File: config.mk
export PLATFORM = sky130hd
export DESIGN_NAME = music_seq_ctrl
export DESIGN_NICKNAME = d
export VERILOG_FILES = /design/src/rtl/music_ctrl_pkg.sv /design/src/rtl/music_seq_ctrl_beat_timer.sv /design/src/rtl/music_seq_ctrl.sv
export SDC_FILE = /design/constraint.sdc
export NUM_CORES = 1
export LEC_CHECK = 0
export CORE_MARGIN = 2
export CORE_UTILIZATION = 35
export CTS_BUF_LIST = sky130_fd_sc_hd__clkbuf_2
export DETAILED_ROUTE_END_ITERATION = 10
export GPL_TIMING_DRIVEN = 0
export SYNTH_ARGS = -nofsm -noshare
export SYNTH_HDL_FRONTEND = slang
export SYNTH_SLANG_ARGS = --single-unit
File: constraint.sdc
create_clock -name sys_clk -period 2.7 [get_ports sys_clk]
set_input_delay 0.81 -clock sys_clk [delete_from_list [all_inputs] [get_ports sys_clk]]
set_output_delay 0.81 -clock sys_clk [all_outputs]
set_load 0.01 [all_outputs]
File: src/rtl/music_ctrl_pkg.sv
// Shared types for the music sequencer: FSM state encoding and the song table.
package music_ctrl_pkg;

    // Controller states. The numeric values are visible on state_o.
    typedef enum logic [2:0] {
        ST_IDLE  = 3'd0,
        ST_FETCH = 3'd1,
        ST_PLAY  = 3'd2,
        ST_PAUSE = 3'd3,
        ST_DONE  = 3'd4
    } state_e;

    // One song table entry: first ROM address and number of notes (>= 1).
    typedef struct packed {
        logic [7:0] start;
        logic [7:0] len;
    } song_t;

    localparam int NUM_SONGS = 4;

    // Song table. Every entry satisfies start + len - 1 <= 255, so the
    // 8-bit address arithmetic never wraps inside a song.
    function automatic song_t song_lookup(input logic [1:0] idx);
        song_t entry;
        case (idx)
            2'd0:    entry = '{start: 8'd0,  len: 8'd3};
            2'd1:    entry = '{start: 8'd16, len: 8'd4};
            2'd2:    entry = '{start: 8'd32, len: 8'd2};
            default: entry = '{start: 8'd48, len: 8'd5};
        endcase
        return entry;
    endfunction

    // Address of the last note of a song.
    function automatic logic [7:0] song_last(input song_t entry);
        return entry.start + entry.len - 8'd1;
    endfunction

    // Song selected out of reset.
    localparam song_t SONG0 = song_lookup(2'd0);

endpackage

File: src/rtl/music_seq_ctrl_beat_timer.sv
// Beat timer: counts 0..BEAT_CYC-1 while enabled, pulses at the terminal
// count and flags the muted gap at the end of each beat.
module beat_timer #(
    parameter int BEAT_CYC = 12_500_000,
    parameter int GAP_CYC  = 500_000
) (
    input  logic clk,
    input  logic rst_n,
    input  logic en_i,
    input  logic clr_i,
    output logic tick_o,
    output logic gap_o
);

    localparam int CW = (BEAT_CYC > 1) ? $clog2(BEAT_CYC) : 1;
    localparam logic [CW-1:0] TERM = CW'(BEAT_CYC - 1);

    logic [CW-1:0] count_q, count_d;
    logic          at_term;

    // Next count: clear wins over enable, wrap at the terminal count.
    always_comb begin
        at_term = (count_q == TERM);
        count_d = count_q;
        tick_o  = 1'b0;
        if (clr_i) begin
            count_d = '0;
        end else if (en_i) begin
            if (at_term) begin
                count_d = '0;
                tick_o  = 1'b1;
            end else begin
                count_d = count_q + 1'b1;
            end
        end
    end

    // Count register.
    always_ff @(posedge clk or negedge rst_n) begin
        if (!rst_n) begin
            count_q <= '0;
        end else begin
            count_q <= count_d;
        end
    end

    // Gap flag covers the last GAP_CYC counts of the beat.
    generate
        if (GAP_CYC > 0) begin : g_gap
            localparam logic [CW-1:0] GAP_START = CW'(BEAT_CYC - GAP_CYC);
            assign gap_o = (count_q >= GAP_START);
        end else begin : g_no_gap
            assign gap_o = 1'b0;
        end
    endgenerate

endmodule

File: src/rtl/music_seq_ctrl.sv
// Music sequencer controller: walks a song's notes in an external
// synchronous ROM, one note per beat, with pause, stop, loop and song select.
// A beat must span more than the two fetch cycles (BEAT_CYC > 2).
module music_seq_ctrl
    import music_ctrl_pkg::*;
#(
    parameter int CLK_HZ  = 50_000_000,
    parameter int BEAT_HZ = 4,
    parameter int GAP_CYC = 500_000
) (
    input  logic       sys_clk,
    input  logic       sys_rst_n,
    input  logic       play_pause_i,
    input  logic       stop_i,
    input  logic [1:0] song_sel_i,
    input  logic       song_load_i,
    input  logic       loop_en_i,
    output logic [7:0] rom_addr_o,
    input  logic [3:0] rom_data_i,
    output logic [3:0] note_o,
    output logic       beat_o,
    output logic [2:0] state_o
);

    localparam int BEAT_CYC = CLK_HZ / BEAT_HZ;

    state_e     state_q, state_d;
    logic [1:0] song_q, song_d;
    logic [7:0] cur_addr_q, cur_addr_d;
    logic [3:0] note_q, note_d;
    logic       beat_q, beat_d;
    logic       fetch_wait_q, fetch_wait_d;   // second FETCH cycle: ROM data valid
    logic       pause_pend_q, pause_pend_d;   // play_pause seen in first FETCH cycle

    logic       idle_like;
    logic       load_ok;
    logic       start_evt;
    logic [1:0] song_eff;
    song_t      entry_eff;
    logic [7:0] start_eff;
    logic       is_last;
    logic       timer_en;
    logic       timer_clr;
    logic       timer_tick;
    logic       timer_gap;

    // Shared decode: song selection, song bounds and timer controls.
    always_comb begin
        idle_like = (state_q == ST_IDLE) || (state_q == ST_DONE);
        load_ok   = song_load_i && idle_like;
        song_eff  = load_ok ? song_sel_i : song_q;
        entry_eff = song_lookup(song_eff);
        start_eff = entry_eff.start;
        is_last   = (cur_addr_q == song_last(entry_eff));
        start_evt = idle_like && play_pause_i && !stop_i;
        timer_clr = stop_i || start_evt;
        // The beat keeps running through the fetch so notes stay on the grid;
        // the pause request freezes it on the very edge it is seen.
        timer_en  = (state_q == ST_FETCH) ||
                    ((state_q == ST_PLAY) && !play_pause_i);
    end

    beat_timer #(
        .BEAT_CYC (BEAT_CYC),
        .GAP_CYC  (GAP_CYC)
    ) u_beat_timer (
        .clk    (sys_clk),
        .rst_n  (sys_rst_n),
        .en_i   (timer_en),
        .clr_i  (timer_clr),
        .tick_o (timer_tick),
        .gap_o  (timer_gap)
    );

    // FSM state register.
    always_ff @(posedge sys_clk or negedge sys_rst_n) begin
        if (!sys_rst_n) begin
            state_q <= ST_IDLE;
        end else begin
            state_q <= state_d;
        end
    end

    // FSM next-state logic; stop overrides everything else.
    always_comb begin
        state_d = state_q;
        if (stop_i) begin
            state_d = ST_IDLE;
        end else begin
            case (state_q)
                ST_IDLE, ST_DONE: begin
                    if (play_pause_i) begin
                        state_d = ST_FETCH;
                    end else if (load_ok) begin
                        state_d = ST_IDLE;
                    end
                end
                ST_FETCH: begin
                    if (fetch_wait_q) begin
                        state_d = (play_pause_i || pause_pend_q) ? ST_PAUSE : ST_PLAY;
                    end
                end
                ST_PLAY: begin
                    if (play_pause_i) begin
                        state_d = ST_PAUSE;
                    end else if (timer_tick) begin
                        state_d = (is_last && !loop_en_i) ? ST_DONE : ST_FETCH;
                    end
                end
                ST_PAUSE: begin
                    if (play_pause_i) begin
                        state_d = ST_PLAY;
                    end
                end
                default: state_d = ST_IDLE;
            endcase
        end
    end

    // Datapath next values: song select, note address, latched note, beat pulse.
    always_comb begin
        song_d       = song_eff;
        cur_addr_d   = cur_addr_q;
        note_d       = note_q;
        fetch_wait_d = 1'b0;
        pause_pend_d = 1'b0;
        beat_d       = timer_tick;
        if (stop_i) begin
            cur_addr_d = start_eff;
            note_d     = 4'd0;
        end else begin
            case (state_q)
                ST_IDLE, ST_DONE: begin
                    if (play_pause_i || load_ok) begin
                        cur_addr_d = start_eff;
                        note_d     = 4'd0;
                    end
                end
                ST_FETCH: begin
                    if (!fetch_wait_q) begin
                        fetch_wait_d = 1'b1;
                        pause_pend_d = play_pause_i;
                    end else begin
                        note_d = rom_data_i;
                    end
                end
                ST_PLAY: begin
                    if (timer_tick) begin
                        if (!is_last) begin
                            cur_addr_d = cur_addr_q + 8'd1;
                        end else if (loop_en_i) begin
                            cur_addr_d = start_eff;
                        end
                    end
                end
                default: begin
                end
            endcase
        end
    end

    // Datapath registers.
    always_ff @(posedge sys_clk or negedge sys_rst_n) begin
        if (!sys_rst_n) begin
            song_q       <= 2'd0;
            cur_addr_q   <= SONG0.start;
            note_q       <= 4'd0;
            beat_q       <= 1'b0;
            fetch_wait_q <= 1'b0;
            pause_pend_q <= 1'b0;
        end else begin
            song_q       <= song_d;
            cur_addr_q   <= cur_addr_d;
            note_q       <= note_d;
            beat_q       <= beat_d;
            fetch_wait_q <= fetch_wait_d;
            pause_pend_q <= pause_pend_d;
        end
    end

    // Outputs: the note sounds only while playing and outside the gap.
    always_comb begin
        rom_addr_o = cur_addr_q;
        state_o    = state_q;
        beat_o     = beat_q;
        note_o     = ((state_q == ST_PLAY) && !timer_gap) ? note_q : 4'd0;
    end

endmodule

=== After elaboration in Yosys (flattened, before gate mapping) ===
Index checks and enable logic that the tools add are counted.

* $add $sub $neg: 4
* Magnitude comparators: 1
* Equal/unequal tests: 15
* Muxes and demuxes: 35
* Reduce and logical (&&, ||, !) cells: 24

{| class="wikitable"
|+ Operators by type and width
! kind !! count
|-
| 24-bit two-way mux || 3
|-
| 14-bit one-hot mux with 3 select lines || 1
|-
| 8-bit two-way mux || 5
|-
| 24-bit by 1-bit adder with 24-bit output (second input constant) || 1
|-
| 24-bit == test (second input constant) || 1
|-
| 24-bit greater-or-equal comparator (second input constant) || 1
|-
| 3-bit two-way mux || 8
|-
| 4-bit two-way mux || 4
|-
| 8-bit one-hot mux with 2 select lines || 1
|-
| 3-bit inequality test (second input constant) || 4
|-
| 4-bit inequality test (second input constant) || 3
|-
| 3-bit one-hot mux with 4 select lines || 1
|-
| 1-bit two-way mux || 10
|-
| 8-bit by 1-bit adder with 8-bit output (second input constant) || 1
|-
| 8-bit adder || 1
|-
| 8-bit == test || 1
|-
| 4-bit one-hot mux with 2 select lines || 1
|-
| 4-bit AND reduction || 2
|-
| 8-bit by 1-bit subtractor with 8-bit output (second input constant) || 1
|-
| 3-bit by 2-bit == test with 1-bit output (second input constant) || 2
|-
| 1-bit logical AND || 6
|-
| 3-bit nonzero test || 2
|-
| 1-bit logical OR || 5
|-
| 1-bit zero test || 4
|-
| other kinds (10) || 10
|}

* Register bits after elaboration: 44
* Input bits: 12
* Output and inout port bits: 16
* Word-level logic and storage cells: 87

=== Depth between registers and ports, before layout ===
* Depth in word-level cells: 15
* Mapped depth: 11
* Gate-level depth less buffers: 10

=== Hierarchy ===
Synthesis repeated with hierarchy kept, for this count alone.

* Cells, all modules: 335
* Area, all modules: 2,914.0 um^2

{| class="wikitable"
|+ Modules (own cells, without submodules)
! module !! instances !! cells an instance !! area an instance (um^2) !! seq. area each (um^2)
|-
| beat_timer || 1 || 200 || 1,700.4 || 600.6
|-
| music_seq_ctrl || 1 || 135 || 1,213.7 || 500.5
|}

=== Worst setup path before layout ===
No wires, ideal clock.

* Kind: in2reg
* From: in song_load_i
* To: reg cur_addr_q[2] (netlist: rom_addr_o[2])
* Library setup time: 0.126 ns
* Data arrival time: 3.035 ns
* Data required time: 2.574 ns
* Path slack: -0.461 ns
* Stages: 10
* Buffers on the path: 1
* Cell sequence: nor3b_2 -> mux2_2 -> ha_1 -> xnor2_1 -> nand4b_1 -> mux2i_1 -> a311o_1 -> a21o_1 -> buf_6 -> a221o_1

* Longest elaborated chain between the ends: 11
* Elaborated cells on any way between the ends: 17
* Classes of those cells: 2 x add/sub; 5 x eq/ne; 6 x mux; 4 x reduce/logical

{| class="wikitable"
|+ Ends and longest elaborated chain
! what !! line !! text
|-
| start: declaration || music_seq_ctrl.sv:16 || <nowiki>input logic song_load_i,</nowiki>
|-
| 1-bit logical AND * || music_seq_ctrl.sv:50 || <nowiki>load_ok = song_load_i && idle_like;</nowiki>
|-
| 2-bit two-way mux * || music_seq_ctrl.sv:51 || <nowiki>song_eff = load_ok ? song_sel_i : song_q;</nowiki>
|-
| via song_d[0] || music_seq_ctrl.sv:28 || <nowiki>logic [1:0] song_q, song_d;</nowiki>
|-
| 2-bit == test, or another cell as far along || music_ctrl_pkg.sv:25 || <nowiki>case (idx)</nowiki>
|-
| 14-bit one-hot mux with 3 select lines * || music_ctrl_pkg.sv:25 ||
|-
| 8-bit adder * || music_ctrl_pkg.sv:36 || <nowiki>return entry.start + entry.len - 8'd1;</nowiki>
|-
| 8-bit by 1-bit subtractor with 8-bit output * || music_ctrl_pkg.sv:36 ||
|-
| 8-bit == test * || music_seq_ctrl.sv:54 || <nowiki>is_last = (cur_addr_q == song_last(entry_eff));</nowiki>
|-
| 8-bit two-way mux || music_seq_ctrl.sv:149 || <nowiki>if (!is_last) begin</nowiki>
|-
| 8-bit two-way mux || music_seq_ctrl.sv:148 || <nowiki>if (timer_tick) begin</nowiki>
|-
| 8-bit one-hot mux with 2 select lines || music_seq_ctrl.sv:132 || <nowiki>case (state_q)</nowiki>
|-
| 8-bit two-way mux || music_seq_ctrl.sv:128 || <nowiki>if (stop_i) begin</nowiki>
|-
| end signal: assignment || music_seq_ctrl.sv:166 || <nowiki>cur_addr_q <= SONG0.start;</nowiki>
|-
| end signal: assignment || music_seq_ctrl.sv:173 || <nowiki>cur_addr_q <= cur_addr_d;</nowiki>
|-
| end: declaration || music_seq_ctrl.sv:29 || <nowiki>logic [7:0] cur_addr_q, cur_addr_d;</nowiki>
|}

The timed path passes the listed nets; every way through them passes the cells marked *. The select of a mux whose other input is x is not followed.
A chain may end at the register's enable or synchronous reset.

=== Final worst setup path ===
* From: in song_load_i
* To: reg cur_addr_q[3] (netlist: rom_addr_o[3])

The elaborated chain is that of the path after synthesis.

==> results.json <==
{
  "outcome": "complete, but fails checks",
  "violations": "negative setup slack",
  "layout_setup_ws_ns": -0.06919,
  "clock_sinks": 44,
  "pwr-share-seq_pct": 47.6,
  "maxCapViolCount": 0,
  "cts_tree": "built",
  "crit_arrival_ns": 3.11,
  "p_int_w": 0.001035,
  "ant_nets": 0,
  "switchingPower_w": 0.0005823,
  "grtUsageTotal_pct": 16.77,
  "crit_buf_inv": 2,
  "core_um2": 7607,
  "multi_input_area_um2": 1608,
  "grt_pass1_vias": 2348,
  "clock_latency_ns": 0.42,
  "port_buffers": 27,
  "clock_skew_ns": 0.03280,
  "first_pass_iters": 5,
  "syn_inst": 309,
  "rsz0062_at_grt": "true",
  "relSlewSlack_pct": 56.37,
  "tightest_slew_ns": 0.6494,
  "synth_ff_type": "dfrtp_1",
  "clk_pin_slew_ns": 0.24,
  "grt_start_max_net_pins": 38,
  "min_period_over_period_pct": 102.6,
  "power_leakage_nw": 1.331,
  "cp_slowest_cell": "a221o_1",
  "worstSetupPathType": "input pin to register",
  "seq_area_frac_synth_pct": 40.74,
  "layout_common_cells": "dfrtp_1, nand2_1, nor2_1",
  "drc": 0,
  "swShare_pct": 36.00,
  "synthArstFlopShare_pct": 100.0,
  "worstPathMaxFanout": 7,
  "yosysWarningCount": 0,
  "wl_per_cell_um": 14.68,
  "ctsHoldBuffers": 0,
  "synthesis.nets": 325,
  "die_h_um": 91.88,
  "ios": 28,
  "combPwrFrac_pct": 35.0,
  "startpoint_type": "input pin",
  "synth.avg_cell_area_um2": 8.746,
  "cts_buffers": 5,
  "std_cell_rows": 32,
  "mappedNetlistArea_um2": 2703,
  "layout-drive-gt1-share_pct": 18.70,
  "dp_hpwl_um": 4660,
  "drv_slew": 0,
  "synth_edf_count": 0,
  "grt_pass1_wl_um": 11590,
  "path_delay_family": "compound AO/OA/AOI/OAI gates",
  "yosys.cell_types.count": 53,
  "worst_ir_drop_vdd_mv": 0.2618,
  "ys_ff_latch": 44,
  "fin_crit_ns": 2.769,
  "clk_path_buf_depth": 2,
  "fmax_mhz": 361.1,
  "root_buffer": "clkbuf_2",
  "htree_levels": 2,
  "n_antenna_cell": 0,
  "nets": 368,
  "vias": 2427,
  "die_area_um2": 8441,
  "antenna_found_initial": 0,
  "setup_viol": 3,
  "start_util_pct": 35.53,
  "endpoint_kind": "register",
  "wl_um": 6681,
  "viasPerCell": 5.334,
  "place_congestion": 0.8588,
  "whs_ns": 0.1931,
  "area.sequential_um2": 1106,
  "final_common_cell": "dfrtp_1",
  "total_power_w": 0.001618,
  "drt_iter0_drc": 153,
  "slowest_delay_ns": 0.34,
  "required_ns": 3.05,
  "grt_overflow": 0,
  "dieWidth_um": 91.88,
  "r2r_setup_slack_ns": -0.04,
  "finalHoldViolCount": 0,
  "powerDensity_nw_per_um2": 487.1,
  "power.share.clock_pct": 17.4,
  "area_delta_synth_final_pct": 22.87,
  "final.fill_count": 790,
  "path_cells": "buf_2, nor3b_4, mux2i_2, inv_2, ha_4, xnor2_2, nand4_1, mux2i_4, a311o_1, a21o_4, a221o_1",
  "hold_path.class": "input pin to asynchronous set/reset pin"
}
## worst paths after layout
| kind | startpoint | endpoint | cells after the start |
|---|---|---|---|
| worst max-delay path | song_load_i | rom_addr_o[3] | 11 |
| worst min-delay path | sys_rst_n | u_beat_timer.count_q[11] | 1 |
| worst max register to register | state_o[1] | rom_addr_o[3] | 10 |
| worst min register to register | fetch_wait_q | fetch_wait_q | 1 |
| max in group asynchronous | sys_rst_n | rom_addr_o[5] | 2 |
| min in group sys_clk | fetch_wait_q | fetch_wait_q | 1 |
## area by class of cell
cell class	count	share of cell area, %
Clock buffer	6	0.9043
Clock inverter	2	0.3391
Buffer	10	1.620
Multi-Input combinational cell	244	48.42
Tap cell	102	3.843
Inverter	6	0.6782
Sequential cell	44	33.31
Timing Repair Buffer	41	10.89
## synth_stat cells (all sizes together) (5+ instances only)
master   n  share of area [%]
dfrtp   44                 41
nand2   38                5.3
nor2    25                3.5
o21ai   25                4.6
a21oi   19                3.5
nand3   18                3.7
and2     9                2.1
clkbuf   8                1.1
nor3     8                1.5
a31oi    7                1.6
and3     7                1.6
buf      7                1.9
inv      6               0.83
mux2i    6                2.2
o31ai    6                1.7
xnor2    6                1.9
nand4    5                1.2
nor4     5                1.2
## repair_timing
action	in CTS	in global routing
endpoints found under the setup margin	14	29
pin swaps	16	11
gates resized for setup	36	12
buffers inserted	13	1
## power by group through the flow
stage	Clock, W	Combinational (W)	Sequential, W
floorplan	0	0.000296	0.000774
global placement	0	0.000450	0.000781
detailed placement	0	0.000460	0.000781
CTS	0.000299	0.000539	0.000770
global route	0.000326	0.000626	0.000780
finish	0.000281	0.000566	0.000771
## state kept, by name, indices dropped and copies added, names as in the netlist
name                  cells
state_o                   3
song_q                    2
pause_pend_q              1
beat_o                    1
u_beat_timer.count_q     24
note_q                    4
rom_addr_o                8
fetch_wait_q              1
## cell families (layout without fill, tap and decap cells)
kind of cell | after synthesis | in the layout | synth area share (%)
DFF | 44 | 44 | 40.74
AOI/OAI and AO/OA | 81 | 81 | 18.75
and+or+nand+nor | 143 | 143 | 29.12
buffers and inverters | 21 | 65 | 3.796
muxes | 9 | 9 | 3.472
adders and majority gates | 4 | 4 | 1.852
xor gates and xnor gates | 7 | 7 | 2.269
## per-stage QoR
step	area [um2]	setup TNS (ns)	util [%]	cells	setup WS, ns
global route	3321	-1.045	43.65	455	-0.1598
global placement	3110	-39.78	40.89	438	-1.216
detailed placement	3126	-18.16	41.09	439	-1.261
floorplan	2713	-1.635	-	309	-0.2917
CTS	3281	-1.097	43.13	457	-0.2195
finish	3321	-0.1650	43.65	455	-0.06919
## layer usage
metal	up-vias	part of all wire, %	track usage [%]
li1	1212	-	-
met1	1169	49	22.84
met2	44	48	27.27
met3	2	3.3	3.122
met4	0	0.55	4.851
met5	-	0	0
Power figures use the tool's default switching activity.
